**config.mk**
```make
export PLATFORM = sky130hd
export DESIGN_NAME = clk_div_multi
export DESIGN_NICKNAME = d
export VERILOG_FILES = /design/src/rtl/clk_div_pkg.sv /design/src/rtl/clk_div_channel.sv /design/src/rtl/clk_div_multi.sv
export SDC_FILE = /design/constraint.sdc
export NUM_CORES = 1
export LEC_CHECK = 0
export CAP_MARGIN = 20
export CORE_ASPECT_RATIO = 0.75
export CORE_MARGIN = 5
export CORE_UTILIZATION = 31
export DETAILED_ROUTE_END_ITERATION = 6
export REMOVE_ABC_BUFFERS = 1
export SLEW_MARGIN = 40
export SYNTH_ARGS = -nofsm -noshare
export SYNTH_HDL_FRONTEND = slang
export SYNTH_SLANG_ARGS = --single-unit
```
**constraint.sdc**
```tcl
create_clock -name i_clk -period 19.8 [get_ports i_clk]
set_input_delay 3.96 -clock i_clk [delete_from_list [all_inputs] [get_ports i_clk]]
set_output_delay 3.96 -clock i_clk [all_outputs]
set_load 0.005 [all_outputs]
```
**src/rtl/clk_div_pkg.sv**
```systemverilog
// Shared constants and helpers for the multi-channel clock divider.
package clk_div_pkg;

  localparam int unsigned DEFAULT_CNT_W = 32;
  localparam int unsigned DEFAULT_HALF  = 50_000_000;
  localparam int unsigned CLK_HZ        = 100_000_000;

  // Half-period in board-clock cycles for a requested output frequency.
  function automatic int unsigned half_for_hz(input int unsigned hz);
    return CLK_HZ / (2 * hz);
  endfunction

endpackage

```
**src/rtl/clk_div_channel.sv**
```systemverilog
// One divider channel: half-period counter, 50% duty output, rising-edge tick and a
// staged half-period that is swapped in only at a toggle boundary.
module clk_div_channel
  import clk_div_pkg::*;
#(
  parameter int unsigned CNT_W      = DEFAULT_CNT_W,
  parameter int unsigned RESET_HALF = DEFAULT_HALF
) (
  input  logic             clk,
  input  logic             rst,
  input  logic             en,
  input  logic             load,
  input  logic [CNT_W-1:0] load_half,
  output logic             div_clk,
  output logic             tick,
  output logic             pending
);

  logic [CNT_W-1:0] cnt_q, cnt_d;
  logic [CNT_W-1:0] half_q, half_d;
  logic [CNT_W-1:0] staged_q, staged_d;
  logic [CNT_W-1:0] eff_half;
  logic             clk_q, clk_d;
  logic             tick_q, tick_d;
  logic             pend_q, pend_d;
  logic             at_edge;

  // A stored half of zero would never toggle, so it runs as one.
  assign eff_half = (half_q == '0) ? CNT_W'(1) : half_q;
  assign at_edge  = (cnt_q == eff_half - CNT_W'(1));

  always_comb begin
    cnt_d    = cnt_q;
    half_d   = half_q;
    staged_d = staged_q;
    clk_d    = clk_q;
    tick_d   = 1'b0;
    pend_d   = pend_q;
    if (!en) begin
      cnt_d = '0;
      clk_d = 1'b0;
      if (pend_q) begin
        half_d = staged_q;
        pend_d = 1'b0;
      end
    end else if (at_edge) begin
      cnt_d  = '0;
      clk_d  = ~clk_q;
      tick_d = ~clk_q;
      if (pend_q) begin
        half_d = staged_q;
        pend_d = 1'b0;
      end
    end else begin
      cnt_d = cnt_q + CNT_W'(1);
    end
    // Loads arrive only while nothing is pending, so they never race the apply above.
    if (load) begin
      staged_d = load_half;
      pend_d   = 1'b1;
    end
  end

  always_ff @(posedge clk or posedge rst) begin
    if (rst) begin
      cnt_q    <= '0;
      half_q   <= CNT_W'(RESET_HALF);
      staged_q <= '0;
      clk_q    <= 1'b0;
      tick_q   <= 1'b0;
      pend_q   <= 1'b0;
    end else begin
      cnt_q    <= cnt_d;
      half_q   <= half_d;
      staged_q <= staged_d;
      clk_q    <= clk_d;
      tick_q   <= tick_d;
      pend_q   <= pend_d;
    end
  end

  assign div_clk = clk_q;
  assign tick    = tick_q;
  assign pending = pend_q;

endmodule

```
**src/rtl/clk_div_multi.sv**
```systemverilog
// Multi-channel programmable clock divider: load decode, ready mux and channel array.
module clk_div_multi #(
  parameter int unsigned NUM_CH       = 4,
  parameter int unsigned CNT_W        = clk_div_pkg::DEFAULT_CNT_W,
  parameter int unsigned DEFAULT_HALF = clk_div_pkg::DEFAULT_HALF,
  localparam int unsigned CH_W        = (NUM_CH > 1) ? $clog2(NUM_CH) : 1
) (
  input  logic              i_clk,
  input  logic              i_reset,
  input  logic [NUM_CH-1:0] i_en,
  input  logic              i_load_valid,
  input  logic [CH_W-1:0]   i_load_ch,
  input  logic [CNT_W-1:0]  i_load_half,
  output logic              o_load_ready,
  output logic [NUM_CH-1:0] o_clk,
  output logic [NUM_CH-1:0] o_tick
);

  logic [NUM_CH-1:0] pending;
  logic [NUM_CH-1:0] load;

  // Out-of-range channels report ready and are silently dropped.
  always_comb begin
    o_load_ready = 1'b1;
    for (int unsigned i = 0; i < NUM_CH; i++) begin
      if (i_load_ch == CH_W'(i)) o_load_ready = ~pending[i];
    end
  end

  for (genvar g = 0; g < NUM_CH; g++) begin : g_ch
    assign load[g] = i_load_valid && o_load_ready && (i_load_ch == CH_W'(g));

    clk_div_channel #(
      .CNT_W      (CNT_W),
      .RESET_HALF (DEFAULT_HALF)
    ) u_ch (
      .clk       (i_clk),
      .rst       (i_reset),
      .en        (i_en[g]),
      .load      (load[g]),
      .load_half (i_load_half),
      .div_clk   (o_clk[g]),
      .tick      (o_tick[g]),
      .pending   (pending[g])
    );
  end

endmodule

```
==> flow_summary.toml <==
[synthesis]
ys.flop_type = "dfrtp_1"
synth_area_per_cell_um2 = 10.20
synth_seq_cells = 396
synth_commonest_cells = "dfrtp_1 (348), nor2_1 (219), mux2_2 (169), xnor2_1 (140), nand2_1 (119)"
ys_async_sr_fraction_pct = 100.0
synth.area.top_cells = "dfrtp_1 (38%), mux2_2 (8.4%), dfstp_2 (5.6%)"
yosysSeqAreaShare_pct = 43.93
synth_top_area_cell = "dfrtp_1"
synthMostInstantiatedCell = "dfrtp_1"
synth-edff-count = 0
ys.warnings.count = 0
netlist_area_um2 = 22690
ys_types = 87
syn_inst = 2224
synth.top_cell.area_share_pct = 38.37

[detailed_routing]
drt_pass1_iterations = 6
first_iter_violations = 1562
route.detailed.drc = 0
post_drt_wl_per_cell_um = 20.29
viasPerCell = 5.513
finalWirelength_um = 65170
ant_nets = 0
via_count = 17710

[floorplanning]
dieArea_um2 = 78770
io_pins = 50
die_w_um = 322.4
initial_core_util_pct = 31.43
rows = 85
coreArea_um2 = 72210
die_height_um = 244.3

[layout]
seq_area_um2 = 9970
num-nets-final = 2268
multi_input_area_um2 = 12220
final.fill_count = 7112
area_growth_pct = 13.27
layout-drive-gt1-share_pct = 17.01

[critical_path]
end_kind = "primary output"
required_ns = 15.84
reg2reg_slack_ns = 13.73
arrival_ns = 5.68
reg2reg_depth = 14
rr_endpoint = "g_ch[0].u_ch.half_q[3]"
cp-start-kind = "input port"
crit_type = "in2out"
worstPathMaxFanout = 5
regToRegStartpoint = "g_ch[0].u_ch.half_q[9]"

[power]
p_sw_w = 0.0009119
power.density_nw_per_um2 = 106.4
comb_power_share_pct = 24.6
clkPwrFrac_pct = 30.5
swShare_pct = 33.34
internal-power_w = 0.001823
vdd.ir_drop.worst_uv = 70.63
leakagePower_nw = 9.586
power_frac_seq_pct = 45.0

[global_routing]
grt_pass1_wl_um = 102500
first_global_vias = 17430
grt_overflow = 0
grt_max_degree = 114
gr-usage-all-layers_pct = 16.25
antenna_found_initial = 0

[sta]
max_freq_ghz = 0.1037
fin_setup_tns_ns = 0
post-route-period-util_pct = 48.69
final_max_slew_viol_count = 0
final-hold-violation-count = 0
fin_ws_ns = 10.16
min_period_ns = 9.641
slew-limit-headroom_pct = 46.94
setup_viol_count_final = 0
fin_worst_skew_ns = 0.02182
rsz0062_at_grt = "false"
worst_pin_slew_ns = 0.7898

[clocking]
ctsHoldBuffers = 0
cts_buffers = 41
clkTransAtPathRegs_ns = 0.06
post_cts_buffers = 0
post_cts_resized = 0
htree_levels = 2
root_buffer = "clkbuf_16"
clock_sinks = 396
clock_latency_ns = 0.60
cts_tree = "built"
clockBufferDepth = 3

[outcome]
status = "finished clean"

[worst_hold_path]
holdPathStages = 1
worstHoldEndpoint = "g_ch[3].u_ch.half_q[11]"
min_path_type = "reg2reg"
holdCritStartpoint = "g_ch[3].u_ch.staged_q[11]"

[place]
dpl.hpwl_um = 47010
portBuffers = 49
pre_cts_ws_ns = 10.13
place_congestion = 0.9213

[run]
maxCapViolCount = 0
-- layout by cell type, fill, tap and decap left out, types with 32 or more instances in the layout --
cell / instances
dfrtp_1: 348
nor2_1: 219
mux2_2: 169
xnor2_1: 140
nand2_1: 119
xor2_1: 117
nand3_1: 79
nor3_1: 72
o21ai_0: 54
nor4_1: 51
dfstp_2: 48
clkdlybuf4s50_1: 48
nand4_1: 42
clkbuf_16: 42
nor3b_1: 40
and2_1: 37
o311ai_1: 35
a21oi_1: 32
a221oi_1: 32
-- layout make-up --
cell class	instances	share of cell area (%)
Sequential cell	396	38.78
Multi-Input combinational cell	1673	47.54
Antenna cell	4	0.03894
Timing Repair Buffer	77	2.950
Clock buffer	62	4.575
Clock inverter	13	0.9686
Inverter	30	0.4867
Tap cell	957	4.658
-- per-stage QoR --
stage / total power [W] / hold WS [ns] / util (%) / area [µm²] / instances
floorplan: 0.001664 / 0.4522 / - / 22150 / 2099
global placement: 0.001869 / 0.4604 / 33.37 / 24100 / 3127
CTS: 0.002746 / 0.4745 / 35.51 / 25640 / 3207
detailed placement: 0.001899 / 0.4676 / 33.54 / 24220 / 3132
global route: 0.002879 / 0.4921 / 35.58 / 25700 / 3208
finish: 0.002735 / 0.4788 / 35.60 / 25710 / 3212
-- metal layers --
layer / GRT usage, % / vias up / share of wire, %
met4: 4.167 / 0 / 2.0
met5: 0 / - / 0
met2: 23.82 / 481 / 43
met1: 24.73 / 9016 / 49
li1: - / 8132 / -
met3: 2.802 / 78 / 6.2
-- critical path, stage by stage --
cell and delay [ns]:
clkdlybuf4s50_1 0.62, mux4_2 0.54, inv_1 0.07, clkdlybuf4s50_1 0.49
-- power by group through the flow --
stage	Clock, W	Sequential (W)	Combinational [W]
4_1_cts	0.000855	0.00122	0.000668
3_5_place_dp	0	0.00124	0.000664
5_1_grt	0.000885	0.00126	0.000738
2_1_floorplan	0	0.00114	0.000525
6_report	0.000833	0.00123	0.000672
3_3_place_gp	0	0.00122	0.000645
-- how the worst max path moves through the flow --
stage	start	end	cells past startpoint
after floorplan	i_reset	g_ch[0].u_ch.cnt_q[0]	1
after global placement	i_load_ch[0]	o_load_ready	4
after detailed placement	i_load_ch[0]	o_load_ready	4
after CTS	i_load_ch[0]	o_load_ready	4
after global routing	i_load_ch[0]	o_load_ready	4
final	i_load_ch[0]	o_load_ready	4
-- sequential cells by signal, summed over array words and instances (netlist names) --
name	cells
g_ch.u_ch.half_q	128
g_ch.u_ch.staged_q	128
g_ch.u_ch.tick	4
g_ch.u_ch.div_clk	4
g_ch.u_ch.pending	4
g_ch.u_ch.cnt_q	128
-- logic make-up after synthesis --
| kind of cell | after synthesis | synth area share (%) |
|---|---|---|
| simple gates | 870 | 20.61 |
| flops | 396 | 43.93 |
| compound gates | 293 | 9.599 |
| xor+xnor | 257 | 9.918 |
| mux | 245 | 12.61 |
| buf+inv | 155 | 2.883 |
| fa+ha+maj | 8 | 0.4411 |
Note: power is estimated with default switching activity, not from simulation.
